`src/rtl/bt_cmd_ctrl.sv`:
```
// Bluetooth command controller: parses A5/CMD/ARG/CHK frames, arbitrates manual vs
// autopilot motion, gates forward motion on obstacles and stops on link loss.
module bt_cmd_ctrl #(
  parameter logic [7:0]  HDR     = 8'hA5,
  parameter int unsigned BYTE_TO = 1_000_000,
  parameter int unsigned LINK_TO = 100_000_000
) (
  input  logic       CLK,
  input  logic       RST,
  input  logic       RX_vld,
  input  logic [7:0] RXData,
  input  logic       AUTO_vld,
  input  logic [2:0] AUTO_dir,
  input  logic [7:0] AUTO_spd,
  input  logic       OBST,
  output logic [2:0] DIR,
  output logic [7:0] SPD,
  output logic       MODE,
  output logic       CMD_upd,
  output logic       FRAME_err,
  output logic       LINK_ok
);

  localparam logic [31:0] BYTE_LAST = 32'(BYTE_TO - 1);
  localparam logic [31:0] LINK_LAST = 32'(LINK_TO - 1);

  typedef enum logic [1:0] {IDLE, GET_CMD, GET_ARG, GET_CHK} state_t;

  state_t      state, state_n;
  logic [31:0] byte_tmr, byte_tmr_n;
  logic [31:0] wdog, wdog_n;
  logic [7:0]  cmd_r, arg_r;
  logic [2:0]  man_dir, man_dir_n, auto_dir, auto_dir_n, sel_dir, dir_n;
  logic [7:0]  man_spd, man_spd_n, auto_spd, auto_spd_n, sel_spd, spd_n;
  logic        mode_n, link_n, frame_ok, frame_bad, cmd_defined, chk_match;

  assign cmd_defined = (cmd_r <= 8'h04) || (cmd_r == 8'h10) || (cmd_r == 8'h11);
  assign chk_match   = (8'(cmd_r + arg_r) == RXData);

  always_comb begin
    state_n    = state;
    byte_tmr_n = byte_tmr;
    frame_ok   = 1'b0;
    frame_bad  = 1'b0;
    case (state)
      IDLE: begin
        byte_tmr_n = '0;
        if (RX_vld && RXData == HDR) state_n = GET_CMD;
      end
      default: begin
        if (RX_vld) begin
          byte_tmr_n = '0;
          case (state)
            GET_CMD: state_n = GET_ARG;
            GET_ARG: state_n = GET_CHK;
            default: begin
              state_n = IDLE;
              if (chk_match && cmd_defined) frame_ok  = 1'b1;
              else                          frame_bad = 1'b1;
            end
          endcase
        end else if (byte_tmr + 32'd1 == BYTE_LAST) begin
          // Inter-byte gap too long: abandon the partial frame
          state_n    = IDLE;
          byte_tmr_n = '0;
          frame_bad  = 1'b1;
        end else begin
          byte_tmr_n = byte_tmr + 32'd1;
        end
      end
    endcase
  end

  always_comb begin
    wdog_n     = wdog;
    link_n     = LINK_ok;
    man_dir_n  = man_dir;
    man_spd_n  = man_spd;
    mode_n     = MODE;
    auto_dir_n = auto_dir;
    auto_spd_n = auto_spd;
    if (frame_ok) begin
      wdog_n = '0;
      link_n = 1'b1;
      if (cmd_r[4] == 1'b0) begin
        man_dir_n = cmd_r[2:0];
        man_spd_n = (cmd_r[2:0] == 3'd0) ? 8'd0 : arg_r;
        mode_n    = 1'b0;
      end else begin
        mode_n = cmd_r[0];
      end
    end else if (wdog != LINK_LAST) begin
      wdog_n = wdog + 32'd1;
      if (wdog + 32'd1 == LINK_LAST) begin
        link_n    = 1'b0;
        man_dir_n = 3'd0;
        man_spd_n = 8'd0;
      end
    end
    if (AUTO_vld) begin
      auto_dir_n = (AUTO_dir > 3'd4) ? 3'd0 : AUTO_dir;
      auto_spd_n = (AUTO_dir > 3'd4) ? 8'd0 : AUTO_spd;
    end
    sel_dir = mode_n ? auto_dir_n : man_dir_n;
    sel_spd = mode_n ? auto_spd_n : man_spd_n;
    dir_n   = sel_dir;
    spd_n   = sel_spd;
    // Only forward motion is blocked by an obstacle; stop always carries zero speed
    if (sel_dir == 3'd0 || (OBST && sel_dir == 3'd1)) begin
      dir_n = 3'd0;
      spd_n = 8'd0;
    end
  end

  always_ff @(posedge CLK) begin
    if (RX_vld && state == GET_CMD) cmd_r <= RXData;
    if (RX_vld && state == GET_ARG) arg_r <= RXData;
  end

  always_ff @(posedge CLK or posedge RST) begin
    if (RST) begin
      state     <= IDLE;
      byte_tmr  <= '0;
      wdog      <= '0;
      man_dir   <= '0;
      man_spd   <= '0;
      auto_dir  <= '0;
      auto_spd  <= '0;
      MODE      <= 1'b0;
      DIR       <= '0;
      SPD       <= '0;
      CMD_upd   <= 1'b0;
      FRAME_err <= 1'b0;
      LINK_ok   <= 1'b0;
    end else begin
      state     <= state_n;
      byte_tmr  <= byte_tmr_n;
      wdog      <= wdog_n;
      man_dir   <= man_dir_n;
      man_spd   <= man_spd_n;
      auto_dir  <= auto_dir_n;
      auto_spd  <= auto_spd_n;
      MODE      <= mode_n;
      DIR       <= dir_n;
      SPD       <= spd_n;
      CMD_upd   <= frame_ok;
      FRAME_err <= frame_bad;
      LINK_ok   <= link_n;
    end
  end

endmodule

```
`config.mk`:
```
export PLATFORM = sky130hd
export DESIGN_NAME = bt_cmd_ctrl
export DESIGN_NICKNAME = d
export VERILOG_FILES = /design/src/rtl/bt_cmd_ctrl.sv
export SDC_FILE = /design/constraint.sdc
export NUM_CORES = 1
export LEC_CHECK = 0
export CELL_PAD_IN_SITES_DETAIL_PLACEMENT = 0
export CELL_PAD_IN_SITES_GLOBAL_PLACEMENT = 1
export CORE_UTILIZATION = 45
export CTS_CLUSTER_DIAMETER = 60
export DETAILED_ROUTE_END_ITERATION = 10
export DONT_BUFFER_PORTS = 1
export PLACE_DENSITY_LB_ADDON = 0.1
export SYNTH_ARGS = -nofsm -noshare
export SYNTH_HDL_FRONTEND = slang
export SYNTH_SLANG_ARGS = --single-unit
```
`constraint.sdc`:
```
create_clock -name CLK -period 3.8 [get_ports CLK]
set_clock_uncertainty 0.05 [all_clocks]
set_input_delay 0.38 -clock CLK [delete_from_list [all_inputs] [get_ports CLK]]
set_output_delay 0.38 -clock CLK [all_outputs]
set_load 0.1 [all_outputs]
```
After elaboration in Yosys (flattened, before gate mapping)
Index checks and enable logic that the tools add are counted.
{ "word_totals": {"regBits": 119, "memories": 0, "latchBits": 0, "rom_bits": 0, "elab_cells": 89, "in_bits": 24, "ramBits": 0} }
{ "classes": {"n_bitwise": 0, "n_div": 0, "eq_ne": 11, "shifts": 0, "add_sub_neg": 3, "n_lt_le_gt_ge": 2, "mux": 41, "multipliers": 0, "n_reduce_logical": 17} }
{ "ops": {"columns": ["op", "n"], "rows": [
  ["$mux 32", 5],
  ["$mux 8", 9],
  ["$add 32x1->32 const B", 2],
  ["$eq 32x20->1 const B", 1],
  ["$eq 32x27->1 const B", 1],
  ["$ne 32x27->1 const B", 1],
  ["$mux 3", 8],
  ["$eq 8x5->1 const B", 2],
  ["$mux 1", 14],
  ["$add 8x8->8", 1],
  ["$eq 8x8->1", 1],
  ["$eq 8x8->1 const B", 1],
  ["$le 8x3->1 const B", 1],
  ["$mux 2", 4],
  ["$logic_not 3->1", 2],
  ["$logic_and 1x1->1", 5],
  ["$pmux 2 s2", 1],
  ["$reduce_and 2->1", 2],
  ["$reduce_bool 2->1", 2],
  ["$eq 3x1->1 const B", 1],
  ["$gt 3x3->1 const B", 1],
  ["$logic_or 1x1->1", 3],
  ["$reduce_bool 3->1", 1],
  ["$eq 2x1->1 const B", 1],
  ["other kinds (4)", 4]
]} }

Logic depth before layout (Yosys ltp)
Gate-level depths: netlist of run 1.
{ "depth": {"ltp_word": 14, "mapped_depth": 13, "ltp_nobuf": 11} }

Worst setup path before layout of run 1
No wires, ideal clock.
{ "synth_timing": {"kind": "flip-flop to flip-flop", "from": "register arg_r[0]", "to": "register SPD[5]", "setup_time_ns": 0.094, "stages_incl_launch_ff": 13, "t_required_ns": 3.656, "slack_ns": 0.293, "n_path_buf": 1, "arrival_ns": 3.363, "path_cell_list": "edfxtp_1 ha_1 fa_1 a21o_1 a21oi_1 mux2_2 a211oi_1 nand4b_1 nor2_1 o31a_1 clkbuf_1 a21oi_1 a221oi_2"} }
{ "synth_via": {"elab_chain_cells": 13, "word_cells_on_any_way": 17, "classes_between": "1 x add/sub; 2 x eq/ne; 10 x mux; 4 x reduce/logical"} }
{ "synth_lines": {"columns": ["element", "line", "rtl"], "rows": [
  ["from (decl)", "32", "logic [7:0] cmd_r, arg_r;"],
  ["from (signal assigned)", "117", "if (RX_vld && state == GET_ARG) arg_r <= RXData;"],
  ["$add 8x8->8 *", "38", "assign chk_match = (8'(cmd_r + arg_r) == RXData);"],
  ["$eq 8x8->1 *", "38", null],
  ["$logic_and 1x1->1 *", "58", "if (chk_match && cmd_defined) frame_ok = 1'b1;"],
  ["$mux 1 *", "58", null],
  ["$mux 1 *", "53", "case (state)"],
  ["$mux 1 *", "51", "if (RX_vld) begin"],
  ["$mux 1 *", "45", "case (state)"],
  ["$mux 3 or $mux 1 (tied branches)", "82", "if (frame_ok) begin"],
  ["$mux 3", "104", "sel_dir = mode_n ? auto_dir_n : man_dir_n;"],
  ["$eq 3x1->1", "109", "if (sel_dir == 3'd0 || (OBST && sel_dir == 3'd1)) begin"],
  ["$logic_and 1x1->1", "109", null],
  ["$logic_or 1x1->1", "109", null],
  ["$mux 8 *", "109", null],
  ["via spd_n[5]", "34", "logic [7:0] man_spd, man_spd_n, auto_spd, auto_spd_n, sel_spd, spd_n;"],
  ["to (signal assigned)", "145", "SPD <= spd_n;"],
  ["to (decl)", "17", "output logic [7:0] SPD,"]
]} }
Mark *: on every way through the listed nets, which the timed path passes. The rest lies on a longest branch.
A chain may end at the register's enable or synchronous reset.

Worst setup path after layout of run 1
{ "layout_timing": {"from": "register arg_r[0]", "to": "register DIR[0]"} }
{ "layout_via": {"elab_chain_cells": 13, "word_cells_on_any_way": 15, "classes_between": "1 x add/sub; 2 x eq/ne; 8 x mux; 4 x reduce/logical"} }
{ "layout_lines": {"columns": ["element", "line", "rtl"], "rows": [
  ["$add 8x8->8 *", "38", null],
  ["$eq 8x8->1 *", "38", null],
  ["$logic_and 1x1->1 *", "58", null],
  ["$mux 1 *", "58", null],
  ["$mux 1 *", "53", null],
  ["$mux 1 *", "51", null],
  ["$mux 1 *", "45", null],
  ["$mux 3 or $mux 1 (tied branches)", "82", null],
  ["$mux 3 *", "104", null],
  ["$eq 3x1->1", "109", null],
  ["$logic_and 1x1->1", "109", null],
  ["$logic_or 1x1->1", "109", null],
  ["$mux 3 *", "109", null],
  ["via dir_n[0]", "33", "logic [2:0] man_dir, man_dir_n, auto_dir, auto_dir_n, sel_dir, dir_n;"],
  ["to (signal assigned)", "144", "DIR <= dir_n;"],
  ["to (decl)", "16", "output logic [2:0] DIR,"]
]} }
Marked as above.

==> results of run 1 <==
timing repair:
action                                 CTS  global route
pin swaps                                0             1
setup endpoints to repair                9             9
resized for setup                        2             2
buffers inserted                         0             1
endpoints found under the hold margin   12             6
hold buffers                             7             4
cells in the final DEF (no fill, tap or decap), types with 5 or more instances in the layout:
cell type      Yosys  routed
nand3b_1           5       5
dfrtp_1          103     103
xor2_1            27      27
and2_1            10      10
nand4_1           28      28
dlygate4sd3_1      0      11
o211ai_1           5       5
o21a_1            10      10
edfxtp_1          16      16
ha_1              14      14
clkbuf_8           0       5
nor2b_1            8       8
nand3_1           34      34
nand2b_1           5       5
and4_1            10      10
or3_1             10      10
nor4_1            15      15
a21oi_1           24      24
nor2_1            97      97
nor3_1            17      17
mux2_2             6       6
inv_1             36      35
nand4b_1           5       5
a221oi_2           8       8
mux2i_1            7       7
nand2_1           73      73
xnor2_1           40      40
clkbuf_16          0      17
clkinv_2           0       5
buf_4              3      18
o21ai_0           18      18
and3_1            11      11
power groups by stage:
stage,Sequential (mW),Clock (mW),Combinational (mW)
6_report,1.53,1.54,0.526
5_1_grt,1.54,1.62,0.598
4_1_cts,1.52,1.57,0.527
3_5_place_dp,1.55,0,0.516
3_3_place_gp,1.54,0,0.501
2_1_floorplan,1.49,0,0.441
worst max path at each step:
| stage | end | from |
|---|---|---|
| floorplan | SPD[5] | arg_r[0] |
| global placement | DIR[0] | arg_r[0] |
| CTS | SPD[4] | arg_r[0] |
| global route | SPD[5] | arg_r[0] |
| finish | DIR[0] | arg_r[0] |
| detailed placement | SPD[4] | arg_r[0] |
cell families after synthesis:
group,share of synthesized area (%)
AOI/OAI and AO/OA,12.2
xor gates and xnor gates,8.49
buffers and inverters,4.42
DFF,44.3
and+or+nand+nor,25.8
adders and majority gates,2.83
muxes,1.99
routing by layer:
layer  track usage [%]  wire (µm)
met1              30.5       7870
met2              32.3       7260
met3              5.27        814
met4              7.09        215
met5                 0          0
cell type report:
type	instances	share of cell area, %
multi-input combinational	552	45.6
sequential	119	39.2
clock buffer	24	6.43
timing repair buffer	29	3.14
tap	184	2.95
inverter	36	1.76
clock inverter	8	0.898
state kept, by name, summed over array words and instances (netlist names), 2 cells and up:
register,flops
auto_dir,3
byte_tmr,32
SPD,8
DIR,3
auto_spd,8
arg_r,8
wdog,32
state,2
man_dir,3
cmd_r,8
man_spd,8
worst max-delay path, stage by stage, from the launching register on:
cell and delay [ns]:
edfxtp_1 0.42, ha_1 0.25, fa_1 0.52, xnor2_1 0.12
nand4_1 0.14, nor4_1 0.35, o2111ai_1 0.25, a2111oi_4 0.36
buf_4 0.21, a31oi_1 0.09, a31oi_1 0.31, o211a_4 0.30
nor2_1 0.06
metrics by stage:
stage	setup slack [ns]	hold WS [ns]	cells	setup TNS (ns)	util, %
final	0.245	0.0292	952	0	52.9
after global routing	-0.0316	0.0191	952	-0.0316	52.9
after CTS	0.0402	0.0000118	947	0	52.5
after detailed placement	-0.0111	0.406	908	-0.0154	48.1
after global placement	0.167	0.403	908	0	48.1
after floorplan	0.293	0.400	741	0	-
==> flow_summary.yaml, run 1 <==
routing:
  first_pass_iters: 5
  vias: 5506
  routedWlPerCell_um: 17.0
  drt_wl_total_um: 16200
  drc: 0
  drt-initial-drc-count: 371
  ant_nets: 0
  vias_per_cell: 5.78
sta:
  worstMarginPinSlew_ns: 1.02
  hold_violations: 0
  drv_slew: 0
  period_needed_ns: 3.56
  finalSetupViolCount: 0
  fmax_ghz: 0.281
  max-slew-margin-rel_pct: 31.8
  post-route-period-util_pct: 93.6
synthesis:
  synth_seq_cells: 119
  synth.most_common_cell: "dfrtp_1"
  yosys_warnings: 0
  synth_area_um2: 6910
  avgSynthCellArea_um2: 9.32
  synth_cell_types: 70
  synth-seq-area-share_pct: 44.3
  synth_edf_count: 16
  yosysTopAreaCell: "dfrtp_1"
  synth_common_cells: "103 x dfrtp_1, 97 x nor2_1, 73 x nand2_1"
  syn_nets: 780
  synth.top_cells.by_area: "dfrtp_1 37%, edfxtp_1 7.0%, nor2_1 5.3%"
  syn_inst: 741
  synthArstFlopShare_pct: 86.6
  netlist.area_leader.share_pct: 37.3
  synthFlopType: "dfrtp_1"
power:
  p_int_mw: 2.57
  clkPwrFrac_pct: 42.9
  switching_power_mw: 1.02
  power_mw: 3.59
  power_frac_comb_pct: 14.6
  ir_worst_vdd_mv: 0.346
  cellLeakagePower_nw: 3.13
  swShare_pct: 28.5
  pwr-share-seq_pct: 42.5
  power.density_nw_per_um2: 460
placed_design:
  place_congestion: 0.881
  portBuffers: 0
  post_dp_cell_area_um2: 7100
  dpl.hpwl_um: 11600
floorplanning:
  fp.dieH_um: 126
  core-area_um2: 14800
  start_util_pct: 46.8
  ios: 39
  dieArea_um2: 15900
  rows: 44
  dieWidth_um: 126
clock_tree:
  ctsHtreeMaxLevel: 4
  clock_path_buffers: 2
  clock_sinks: 119
  insertion_delay_ns: 0.41
  cts_buffers: 17
  tritoncts: "built"
  root_buffer: "clkbuf_16"
  clkSlewWorstSetupHoldPaths_ns: 0.05
status:
  status: "completed"
finish:
  seq_area_um2: 3060
  fill_cells: 1339
  drive_gt1_share_pct: 10.3
  diodes: 0
  final_area_um2: 7800
  syn2layout_area_growth_pct: 13.0
  multi_input_area_um2: 3560
  nets: 794
worst_setup_path:
  critPathRequiredTime_ns: 4.04
  r2r-end: "DIR[0]"
  cp.arrival_ns: 3.79
  path_max_fanout: 9
  crit_type: "flop to flop"
  critPathLaunchType: "flop"
  end_kind: "flop"
  rr_worst_depth: 12
  reg2reg_from: "arg_r[0]"
  r2r_setup_slack_ns: 0.24
global_routing:
  grt_first_pass_wirelength_um: 27100
  grt_pass1_vias: 5331
  grt_antenna_before_repair: 0
  gr-total-overflow: 0
  grt_usage_pct: 21.5
  grt_max_degree: 82
min_path:
  hold_class: "primary input to asynchronous set/reset pin"
flow_run:
  timing.max_cap.violations: 0
No activity file was read; power rests on OpenSTA's default activity.
==> inputs of run 2 (changes only) <==
SKIP_LAST_GASP = 1   (was not set)
==> results of run 2 <==
The final DEF is identical to that of run 1; final timing and power are the same.
==> inputs of run 3 (changes only) <==
ABC_CLOCK_PERIOD_IN_PS = 3800   (was not set)
==> results of run 3 <==
The final DEF is identical to that of run 1; final timing and power are the same.
